==> config.mk <==
export PLATFORM = sky130hd
export DESIGN_NAME = gen_step_scheduler
export DESIGN_NICKNAME = d
export VERILOG_FILES = /design/src/rtl/gen_step_scheduler_pkg.sv /design/src/rtl/gen_step_scheduler_rate_divider.sv /design/src/rtl/gen_step_scheduler.sv
export SDC_FILE = /design/constraint.sdc
export NUM_CORES = 1
export LEC_CHECK = 0
export ABC_AREA = 1
export CAP_MARGIN = 20
export CORE_UTILIZATION = 50
export CTS_CLUSTER_SIZE = 8
export DETAILED_ROUTE_END_ITERATION = 12
export PLACE_DENSITY = 0.72
export SYNTH_ARGS = -nofsm -noshare
export SYNTH_HDL_FRONTEND = slang
export SYNTH_SLANG_ARGS = --single-unit
==> constraint.sdc <==
create_clock -name clk_in -period 4.4 [get_ports clk_in]
set_clock_uncertainty 0.1 [all_clocks]
set_input_delay 0.66 -clock clk_in [delete_from_list [all_inputs] [get_ports clk_in]]
set_output_delay 0.66 -clock clk_in [all_outputs]
set_load 0.01 [all_outputs]
==> src/rtl/gen_step_scheduler_pkg.sv <==
// Shared definitions for the generation step scheduler: FSM encodings and default divider width.
package gen_step_scheduler_pkg;
  localparam int N_DEFAULT = 22;

  typedef enum logic [1:0] {
    IDLE  = 2'd0,
    ARMED = 2'd1,
    REQ   = 2'd2
  } sched_state_t;
endpackage

==> src/rtl/gen_step_scheduler_rate_divider.sv <==
// Free-running N-bit rate divider; tick when the low rate bits of the count are all ones.
// The count restarts from zero in the cycle run rises, so the first tick always lands 2^rate-1 later.
module rate_divider
  import gen_step_scheduler_pkg::*;
#(
  parameter int N = N_DEFAULT
) (
  input  logic       clk_in,
  input  logic       rstn,
  input  logic       run,
  input  logic [4:0] rate,
  output logic       tick
);
  localparam logic [N-1:0] ONE = 1;

  logic [N-1:0] count;
  logic [N-1:0] cnt_eff;
  logic [N-1:0] mask;
  logic         run_q;
  logic         run_rise;

  assign run_rise = run & ~run_q;
  assign cnt_eff  = run_rise ? '0 : count;

  // Bits at or above N are never set, so rate values beyond N clamp naturally.
  always_comb begin
    mask = '0;
    for (int i = 0; i < N; i++) begin
      mask[i] = (i < int'(rate));
    end
  end

  assign tick = &(cnt_eff | ~mask);

  always_ff @(posedge clk_in or negedge rstn) begin
    if (!rstn) begin
      count <= '0;
      run_q <= 1'b0;
    end else begin
      count <= cnt_eff + ONE;
      run_q <= run;
    end
  end
endmodule

==> src/rtl/gen_step_scheduler.sv <==
// Generation step scheduler: turns divider ticks / single steps into vblank-gated req/ack handshakes.
// Optional SCHED_PENDING_EN keeps one pending tick/step that arrived while busy.
module gen_step_scheduler
  import gen_step_scheduler_pkg::*;
#(
  parameter int N = N_DEFAULT
) (
  input  logic        clk_in,
  input  logic        rstn,
  input  logic        run,
  input  logic        step,
  input  logic [4:0]  rate,
  input  logic        vblank,
  input  logic        ack,
  output logic        req,
  output logic        busy,
  output logic [15:0] gen_count
);
  sched_state_t state, state_nxt;
  logic step_q;
  logic step_rise;
  logic tick;
  logic evt;
  logic arm_pend;

  rate_divider #(.N(N)) u_rate_divider (
    .clk_in (clk_in),
    .rstn   (rstn),
    .run    (run),
    .rate   (rate),
    .tick   (tick)
  );

  assign step_rise = step & ~step_q;
  assign evt       = (run & tick) | (~run & step_rise);

`ifdef SCHED_PENDING_EN
  logic pend;
  logic run_q;
  logic run_fall;

  assign run_fall = run_q & ~run;
  assign arm_pend = pend & ~run_fall;

  // Pending flag is consumed on any IDLE cycle, since IDLE with the flag set arms immediately.
  always_ff @(posedge clk_in or negedge rstn) begin
    if (!rstn) begin
      pend  <= 1'b0;
      run_q <= 1'b0;
    end else begin
      run_q <= run;
      if (run_fall || state == IDLE) begin
        pend <= 1'b0;
      end else if (evt) begin
        pend <= 1'b1;
      end
    end
  end
`else
  assign arm_pend = 1'b0;
`endif

  always_comb begin
    state_nxt = state;
    case (state)
      IDLE:    if (evt || arm_pend) state_nxt = ARMED;
      ARMED:   if (vblank) state_nxt = REQ;
      REQ:     if (ack) state_nxt = IDLE;
      default: state_nxt = IDLE;
    endcase
  end

  always_ff @(posedge clk_in or negedge rstn) begin
    if (!rstn) begin
      state     <= IDLE;
      step_q    <= 1'b0;
      req       <= 1'b0;
      gen_count <= '0;
    end else begin
      state  <= state_nxt;
      step_q <= step;
      req    <= (state_nxt == REQ);
      if (state == REQ && ack) begin
        gen_count <= gen_count + 16'd1;
      end
    end
  end

  assign busy = (state != IDLE);
endmodule
Word-level counts from Yosys, hierarchy flattened

Cells that the tools add are included.

Bits of input ports: 11
Output and inout bits: 18
Logic and storage cells: 52
Register bits after elaboration: 43

Equality and inequality tests: 3
Reduce and logical (&&, ||, !) cells: 4
$lt $le $gt $ge: 22
Add/sub/neg operators: 2
Mux-type cells: 5
Bitwise logic cells: 10

Operator list:

| cell                    | count |
|---|---|
| $lt A4 B5 Y1 const A    | 8 |
| $lt A5 B5 Y1 const A    | 6 |
| $add A22 B1 Y22 const B | 1 |
| $mux W22                | 1 |
| $not A22 Y22            | 1 |
| $or A22 B22 Y22         | 1 |
| $reduce_and A22 Y1      | 1 |
| $lt A3 B5 Y1 const A    | 4 |
| $add A16 B1 Y16 const B | 1 |
| $lt A1 B5 Y1 const A    | 2 |
| $lt A2 B5 Y1 const A    | 2 |
| $mux W2                 | 3 |
| $pmux W2 S3             | 1 |
| $and A1 B1 Y1           | 4 |
| $eq A2 B2 Y1 const B    | 2 |
| $not A1 Y1              | 3 |
| $eq A2 B1 Y1 const B    | 1 |
| $logic_not A2 Y1        | 1 |
| $reduce_bool A2 Y1      | 1 |
| $logic_and A1 B1 Y1     | 1 |
| $or A1 B1 Y1            | 1 |

Depth between registers and ports, before layout

Gate-level depths: netlist of the first run.

Word-level depth: 10
Mapped depth: 15

By module

Synthesis of the first run repeated with hierarchy kept, for this count alone.

Cells, all modules: 366
Area, all modules: 2646.3 sq um

Modules (own cells, without submodules):

| module             | instances | cells each | area each (sq um) |
|---|---|---|---|
| rate_divider       | 1         | 251        | 1652.8 |
| gen_step_scheduler | 1         | 115        | 993.5 |

Worst setup path before layout of the first run

OpenSTA, ideal clock, no wires.

Path kind: input to register
Start point: input port run
End point: register u_rate_divider.count[16]
Data arrival time: 1.890 ns
Path buffers: 1
Stages on the path: 12
Library setup time: 0.121 ns
Path slack: 2.289 ns
Cells stage by stage: nand2_4 buf_8 nand2_1 inv_1 ha_1 inv_1 nor2_4 nand2_4 nor2_4 and3_1 nand2_1 xor2_1

Cells in the longest elaborated chain, start to end: 3

Ends and longest elaborated chain:

| item                 | line                                  | text |
|---|---|---|
| from (decl)          | gen_step_scheduler.sv:10              | `input logic run,` |
| $and A1 B1 Y1        | gen_step_scheduler_rate_divider.sv:22 | `assign run_rise = run & ~run_q;` |
| $mux W22             | gen_step_scheduler_rate_divider.sv:23 | `assign cnt_eff = run_rise ? '0 : count;` |
| $add A22 B1 Y22      | gen_step_scheduler_rate_divider.sv:40 | `count <= cnt_eff + ONE;` |
| to (signal assigned) | gen_step_scheduler_rate_divider.sv:40 |  |
| to (decl)            | gen_step_scheduler_rate_divider.sv:16 | `logic [N-1:0] count;` |

No other way between the ends.
A chain may end at the register's enable or synchronous reset.

Worst setup path after layout of the first run

Start point: input port run
End point: register u_rate_divider.count[20]

The elaborated chain is that of the path after synthesis.

==> results of run 1 <==
==> registers in the layout (all words and copies together) (netlist names) <==
name	count
gen_count	16
req	1
state	2
step_q	1
u_rate_divider.count	22
u_rate_divider.run_q	1
==> worst reg2reg max path: cells and delay by family (launching register included) <==
kind | cells | cell delay (ps)
xor+xnor | 1 | 170
fa+ha+maj | 1 | 160
buf+inv | 3 | 220
flops | 1 | 360
simple gates | 6 | 1010
==> Yosys cell counts (all sizes together) <==
library cell,instances,area [µm²]
xor2,27,236.5
o21ai,3,15.01
a21boi,1,7.510
nand3,25,165.2
nor3,3,25.02
and2,1,6.260
nor4,1,21.27
nand2,86,355.3
nand4,7,43.79
o31ai,2,15.01
or2,1,6.260
nor2,48,232.7
mux2,1,11.26
and3,1,6.260
inv,41,153.9
xnor2,8,70.07
dfrtp,43,1076
nand3b,4,30.03
buf,3,37.53
ha,2,25.02
==> cells in the final DEF, fill, tap and decap left out, types with 2 or more instances in the layout <==
cell type	synthesis	layout
inv_1	37	37
xnor2_1	8	8
nor3_2	2	2
nand3_4	2	2
o21ai_0	2	2
nand2_1	79	79
inv_2	4	4
nand3b_1	4	4
nand2_2	4	4
nor2_4	5	5
dfrtp_1	43	43
nand4_1	7	7
nand2_4	3	3
clkbuf_8	0	5
nand3_2	3	3
nand3_1	20	20
nor2_2	6	6
nor2_1	37	37
o31ai_1	2	2
ha_1	2	2
clkdlybuf4s50_1	0	27
xor2_1	27	27
==> final timing paths <==
path	startpoint	endpoint	slack [ps]	cells after the start
max	run	u_rate_divider.count[20]$_DFF_PN0_	1750	11
min	rstn	u_rate_divider.count[0]$_DFF_PN0_	60	1
max reg2reg	u_rate_divider.run_q$_DFF_PN0_	u_rate_divider.count[20]$_DFF_PN0_	2260	11
min reg2reg	gen_count[15]$_DFFE_PN0P_	gen_count[15]$_DFFE_PN0P_	370	1
max in group asynchronous	rstn	u_rate_divider.count[20]$_DFF_PN0_	3720	2
min in group clk_in	gen_count[15]$_DFFE_PN0P_	gen_count[15]$_DFFE_PN0P_	370	1
==> stage by stage <==
step                      std cells  hold slack (ps)  area (µm²)
after floorplan                 308            264.4        2540
after global placement          400            356.6        2861
after detailed placement        400            356.9        2861
after CTS                       407            371.5        2964
after global routing            408            52.01        2984
final                           408            64.97        2984
==> cell type report <==
class	count	share of cell area [%]
multi-input cells	221	42.64
repair buffers	29	9.895
clock inverters	1	1.006
well taps	67	2.809
clock buffers	6	2.432
flip-flops and latches	43	36.06
inverters	41	5.157
==> power by group through the flow <==
stage,Clock (µW),Combinational (µW),Sequential (µW)
after floorplan,0,84.7,472
after global placement,0,157,469
after detailed placement,0,158,470
after CTS,295,159,462
after global routing,313,177,469
final,287,158,463
==> kinds of logic after synthesis <==
family	count (synthesis)
buffers and inverters	44
multiplexers	1
AND/OR/NAND/NOR	177
adder cells (fa/ha/maj)	2
flip-flops	43
XOR/XNOR	35
AO/OA/AOI/OAI	6
==> per-layer routing <==
layer / share of wire, % / vias to the layer above / wire (µm) / GRT usage, %
li1: - / 1015 / - / -
met1: 49 / 927 / 2354 / 28.08
met2: 46 / 35 / 2226 / 31.79
met3: 3.0 / 11 / 144 / 3.841
met4: 2.0 / 0 / 95 / 6.754
met5: 0 / - / 0 / 0
==> flow_summary.ini, run 1 <==
[outcome]
status = completed

[power]
power.leakage_uw = 0.001443
seqPwrFrac_pct = 51.0
comb_power_share_pct = 17.4
total_power_uw = 908.2
powerDensity_nw_per_um2 = 304.3
peakVddDrop_mv = 0.2191
p_clk_share_pct = 31.6
switchingPower_uw = 238.3
swShare_pct = 26.23
internal_power_uw = 669.9

[route]
wl_per_cell_um = 11.82
drc = 0
viasPerCell = 4.873
ant_nets = 0
drt_pass1_iterations = 4
drt_wl_total_mm = 4.821
drt_iter0_markers = 105
vias = 1988

[cts]
clkTransAtPathRegs_ps = 70
postCtsSetupBuffers = 0
insertion_delay_ps = 290
clock_path_buffers = 2
cts_root_buf = clkbuf_8
cts_sinks = 43
cts_tree = built
cts_hold_buf = 0
cts_made_buffers = 5
htreeDepth = 2
cts_resized = 0

[synthesis]
synth.area.mux_share_pct = 0.4433
synth_seq_area_share_pct = 42.36
synth.distinct_cells = 30
synth_adder_area_share_pct = 0.9852
synth_top_family_by_area = simple AND/OR/NAND/NOR gates
yosys_register_bits = 43
syn_area_per_cell_um2 = 8.247
yosysWarnings = 0
synthCells = 308
synth_xor_area_share_pct = 12.07
synthSimpleGateAreaFrac_pct = 35.12
synth_compound_area_share_pct = 1.478
syn-cell-area_um2 = 2540
syn-num-nets = 321

[final_layout]
syn2layout_area_growth_pct = 17.49
num-nets-final = 354
fin_util_pct = 61.95
layout-drive-gt1-share_pct = 11.44
multi_input_area_um2 = 1272
seq_area_um2 = 1076
nFillCells = 464
diodes = 0

[sta]
max_slew.worst_pin.slew_ps = 377.2
finalHoldViolations = 0
setup_tns_ps = 0
layout_setup_ws_ps = 1754
period_share_pct = 60.15
finalMaxSlewViolations = 0
rsz0062_at_grt = false
setup_viol = 0
fin_crit_ps = 2646
max_freq_mhz = 377.9
max-slew-margin-rel_pct = 74.76

[global_routing]
grt-ovfl-total = 0
grt_max_degree = 44
grt_pass1_vias = 1821
track_usage_pct = 20.22
grt_pass1_wl_mm = 8.266
antenna_found_initial = 0

[die]
row_count = 25
coreArea_um2 = 4817
dieArea_um2 = 5369
dieHeight_um = 73.28
start_util_pct = 52.73
ios = 29
fp.dieW_um = 73.28

[critical_path]
crit_path_cell_trace = clkdlybuf4s50_1 -> nand2_4 -> nand2_1 -> inv_1 -> ha_1 -> inv_1 -> nor2_4 -> nand2_4 -> nor3_2 -> nand4_1 -> xor2_1
crit_family = simple AND/OR/NAND/NOR gates
worstPathRequired_ps = 4460
crit_buf_inv = 3
cp.arrival_ps = 2710
path_class = in2reg
cpPeakStageDelay_ps = 490
cp_max_fo = 24
end_kind = flip-flop
cp_slowest_cell = clkdlybuf4s50_1
startpoint_type = primary input

[placement]
pre_cts_ws_ps = 1482
detailed_place_hpwl_mm = 3.814
gp_congestion = 0.8581
portBuffers = 28

[run]
drv_cap = 0

[hold_path]
hp-class = in2async
No activity file was read; power rests on OpenSTA's default activity.
==> inputs of run 2 (changes only) <==
Clock period 4.4 ns to 2.47 ns, I/O delays scaled along.
==> run 2 against run 1 <==
The run now ends with negative hold slack left. First-iteration DRC count is 19% lower. Worst hold slack got worse by 69 ps. Die area is the same. Clock power rose by 90%. Combinational power up 84%. Sequential power rose by 78%. Setup slack got worse by 1400 ps. Non-clock buffer count is 5 higher.
==> flow_summary.ini, run 2 (synthesis results as in run 1) <==
[route]
met2_length_mm = 2.610
viasPerCell = 4.925
drt_pass1_iterations = 4
drc = 0
ant_nets = 0
drt_wl_total_mm = 5.328
dr_wl_met3_um = 155
top_layer = met4
wl_per_cell_um = 12.87
drt_iter0_markers = 85
vias = 2039
m1WireLength_mm = 2.484

[sta]
setup_viol = 0
max_slew.worst_pin.slew_ps = 662.1
period_share_pct = 84.33
worst_hold_slack_ps = -3.613
max-slew-margin-rel_pct = 55.86
rsz0062_at_grt = false
max_freq_mhz = 480.1
fin_crit_ps = 2083
finalHoldViolations = 5
setup_tns_ps = 0
finalMaxSlewViolations = 0

[final_layout]
nFillCells = 427
layout-drive-gt1-share_pct = 13.26
diodes = 0
largest_reg_flops = 22
max_flop_register = u_rate_divider.count
reg_top3 = u_rate_divider.count: 22 flops, gen_count: 16 flops, state: 2 flops
num-nets-final = 359
final_cell_mix = nand2_1 (79), dfrtp_1 (43), inv_1 (37), nor2_1 (37)
syn2layout_area_growth_pct = 18.87
final_common_cell = nand2_1

[global_routing]
grt_pass1_wl_mm = 8.825
antenna_found_initial = 0
grt_pass1_vias = 1906
grt-ovfl-total = 0
track_usage_pct = 22.05
grt_max_degree = 30

[cts]
htreeDepth = 2
cts_root_buf = clkbuf_8
insertion_delay_ps = 300
cts_sinks = 43
cts_hold_buf = 0
cts_tree = built
clkTransAtPathRegs_ps = 80
cts_made_buffers = 5
cts_resized = 0
postCtsSetupBuffers = 0
clock_path_buffers = 2

[outcome]
status = finished, violations left
violations = negative hold slack

[die]
coreArea_um2 = 4817
start_util_pct = 52.73
fp.dieW_um = 73.28
row_count = 25
dieArea_um2 = 5369
dieHeight_um = 73.28
ios = 29

[critical_path]
cp.arrival_ps = 2170
worstPathRequired_ps = 2560
cp_max_fo = 4
startpoint_type = primary input
path_class = in2reg
end_kind = flip-flop

[placement]
gp_congestion = 0.9104
portBuffers = 28
detailed_place_hpwl_mm = 4.182

[power]
powerDensity_nw_per_um2 = 550.6
peakVddDrop_mv = 0.3693
total_power_uw = 1662
power.leakage_uw = 0.001469

[hold_path]
hp-class = in2async

[run]
drv_cap = 0
[run 2: through the flow]
step	cells	util, %	area, µm²	setup slack (ps)
detailed placement	406	60.34	2907	74.22
global route	414	62.68	3019	211.0
finish	414	62.68	3019	387.2
global placement	406	60.34	2907	178.8
CTS	414	62.68	3019	389.1
floorplan	308	-	2540	640.5
[run 2: metal layers]
layer | track usage (%) | up-vias
met5 | 0 | -
met4 | 7.190 | 0
met3 | 4.390 | 10
met2 | 35.80 | 31
met1 | 29.58 | 974
li1 | - | 1024
[run 2: final cells by class]
cell class | instances | area [µm²] | area share (%)
Clock buffer | 5 | 68.82 | 2.279
Clock inverter | 3 | 43.79 | 1.450
Inverter | 41 | 153.9 | 5.097
Multi-Input combinational cell | 221 | 1272 | 42.15
Sequential cell | 43 | 1076 | 35.64
Tap cell | 67 | 83.83 | 2.777
Timing Repair Buffer | 34 | 320.3 | 10.61
[run 2: worst paths after layout]
| check | startpoint | slack (ps) | cells past startpoint | endpoint |
|---|---|---|---|---|
| hold / removal | rstn | -4 | 1 | u_rate_divider.count[6]$_DFF_PN0_ |
| max in group asynchronous | rstn | 1690 | 2 | gen_count[3]$_DFFE_PN0P_ |
| min in group clk_in | gen_count[15]$_DFFE_PN0P_ | 370 | 1 | gen_count[15]$_DFFE_PN0P_ |
| setup / recovery | run | 390 | 11 | u_rate_divider.count[20]$_DFF_PN0_ |
| setup reg to reg | u_rate_divider.run_q$_DFF_PN0_ | 600 | 11 | u_rate_divider.count[20]$_DFF_PN0_ |
| hold reg to reg | gen_count[15]$_DFFE_PN0P_ | 370 | 1 | gen_count[15]$_DFFE_PN0P_ |
[run 2: power breakdown]
group	switching (µW)	internal, µW
logic	153	138
clock network	244	301
registers	64.1	762
[run 2: worst max-delay path, cell delays in order]
cell and delay [ps]:
clkdlybuf4s50_1 490, nand2_4 120, nand2_1 80, inv_1 70
ha_1 160, inv_1 90, nor2_4 160, nand2_4 100
nor3_2 220, nand4_1 150, xor2_1 170
==> inputs of run 3 (changes only) <==
Clock period 2.47 ns to 2 ns, I/O delays scaled along.
==> run 3 against run 2 <==
The run now ends clean. Sequential cell count is the same. Setup slack lost 210 ps. Total power up 18%. Critical path depth decreased by 8. Non-clock buffer count up 36. Routed wire length down 2.1%. Worst hold slack improved by 260 ps. Critical endpoint is now busy.
==> flow_summary.ini, run 3 (synthesis results as in run 1) <==
[placement]
dpl-instance-area_um2 = 3174
portBuffers = 28
pre_cts_ws_ps = -251.4
gp_congestion = 0.8910
dp.cells = 440
detailed_place_hpwl_mm = 4.152

[global_routing]
grt_pass1_vias = 2033
grt_max_degree = 44
track_usage_pct = 21.92
grt-ovfl-total = 0
antenna_found_initial = 0
grt_pass1_wl_mm = 8.921

[die]
ios = 29
row_count = 25
start_util_pct = 52.73
dieHeight_um = 73.28
fp.dieW_um = 73.28
coreArea_um2 = 4817
dieArea_um2 = 5369

[final_layout]
max_flop_register = u_rate_divider.count
final_cells = 450
diodes = 0
reg_top3 = u_rate_divider.count: 22 flops, gen_count: 16 flops, state: 2 flops
layout-drive-gt1-share_pct = 20.89
final_common_cell = nand2_1
largest_reg_flops = 22
final_cell_mix = nand2_1 (79), dfrtp_1 (43), buf_4 (40)
final_area_um2 = 3286
fin_util_pct = 68.21
syn2layout_area_growth_pct = 29.36
num-nets-final = 395

[critical_path]
end_kind = output pin
reg2regPathDepth = 9
crit_start = state[1]$_DFF_PN0_
cp_max_fo = 4
regToRegSetupSlack_ps = 190
cp.arrival_ps = 1430
startpoint_type = flip-flop
worstSetupEndpoint = busy
r2r_start = u_rate_divider.run_q$_DFF_PN0_
path_class = reg2out
worstPathRequired_ps = 1600
reg2reg_to = u_rate_divider.count[18]$_DFF_PN0_

[power]
total_power_uw = 1959
power.leakage_uw = 0.001659
powerDensity_nw_per_um2 = 596.4
peakVddDrop_mv = 0.4575

[cts]
cts_made_buffers = 5
htreeDepth = 2
cts_tree = built
clock_path_buffers = 2
cts_root_buf = clkbuf_8
cts_sinks = 43
clkTransAtPathRegs_ps = 90
insertion_delay_ps = 300

[hold_path]
hp-class = in2reg

[route]
drt_pass1_iterations = 4
ant_nets = 0
viasPerCell = 4.782
drt_wl_total_mm = 5.217
vias = 2152
drt_iter0_markers = 85
wl_per_cell_um = 11.59
drc = 0

[sta]
rsz0062_at_grt = false
layout_setup_ws_ps = 173.9
max-slew-margin-rel_pct = 64.41
period_share_pct = 91.30
finalHoldViolations = 0
setup_viol = 0
fin_crit_ps = 1826
finalMaxSlewViolations = 0
max_freq_mhz = 547.6
max_slew.worst_pin.slew_ps = 533.8

[run]
drv_cap = 0

[outcome]
status = completed
## run 3: cell count changes in the layout (fill, tap and decap cells not counted), sizes merged
cell / before / now
dlymetal6s2s: 0 / 1
buf: 7 / 42
clkinv: 2 / 1
dlygate4sd3: 0 / 1
clkinvlp: 0 / 1
clkbuf: 5 / 6
bufinv: 1 / 0
clkdlybuf4s50: 27 / 26
## run 3: final cells by class
| class | instances | area, µm² |
|---|---|---|
| Inverter | 41 | 153.9 |
| Clock inverter | 2 | 12.51 |
| Multi-Input combinational cell | 221 | 1279 |
| Timing Repair Buffer | 70 | 608.1 |
| Sequential cell | 43 | 1076 |
| Clock buffer | 6 | 72.57 |
| Tap cell | 67 | 83.83 |
| Fill cell | 420 | 1531 |
## run 3: per-layer routing
metal	track usage [%]	part of all wire [%]
met2	34.57	47
met1	29.87	47
met5	0	0
met3	4.252	4.0
met4	8.279	2.0
## run 3: repair_timing
item	in CTS	in global routing
setup buffers	0	1
endpoints found under the setup margin	0	3
resized for setup	0	2
hold buffers	1	0
endpoints found under the hold margin	35	0
## run 3: how the worst min path moves through the flow
stage	startpoint	end	slack (ps)	cells past startpoint
2_1_floorplan	rstn	gen_count[0]$_DFFE_PN0P_	-100	0
3_3_place_gp	rstn	u_rate_divider.count[21]$_DFF_PN0_	310	2
3_5_place_dp	rstn	u_rate_divider.count[21]$_DFF_PN0_	310	2
4_1_cts	step	step_q$_DFF_PN0_	360	1
5_1_grt	run	u_rate_divider.run_q$_DFF_PN0_	250	2
6_report	run	u_rate_divider.run_q$_DFF_PN0_	250	2
## run 3: per-stage QoR
step	TNS (ps)	hold slack, ps
floorplan	0	-95.59
global placement	-975.7	311.0
detailed placement	-1563	308.2
CTS	0	364.1
global route	0	255.0
finish	0	252.0
## run 3: worst max-delay path, stage by stage (launching register included)
cell and delay (ps):
dfrtp_1 440, nor2_1 170, inv_1 60, clkdlybuf4s50_1 470
## run 3: power by group
part	switching, µW	leakage (µW)	internal, µW
sequential	78.7	0.000572	941
clock	299	0.0000412	244
combinational	193	0.00105	204
total	570	0.00166	1390
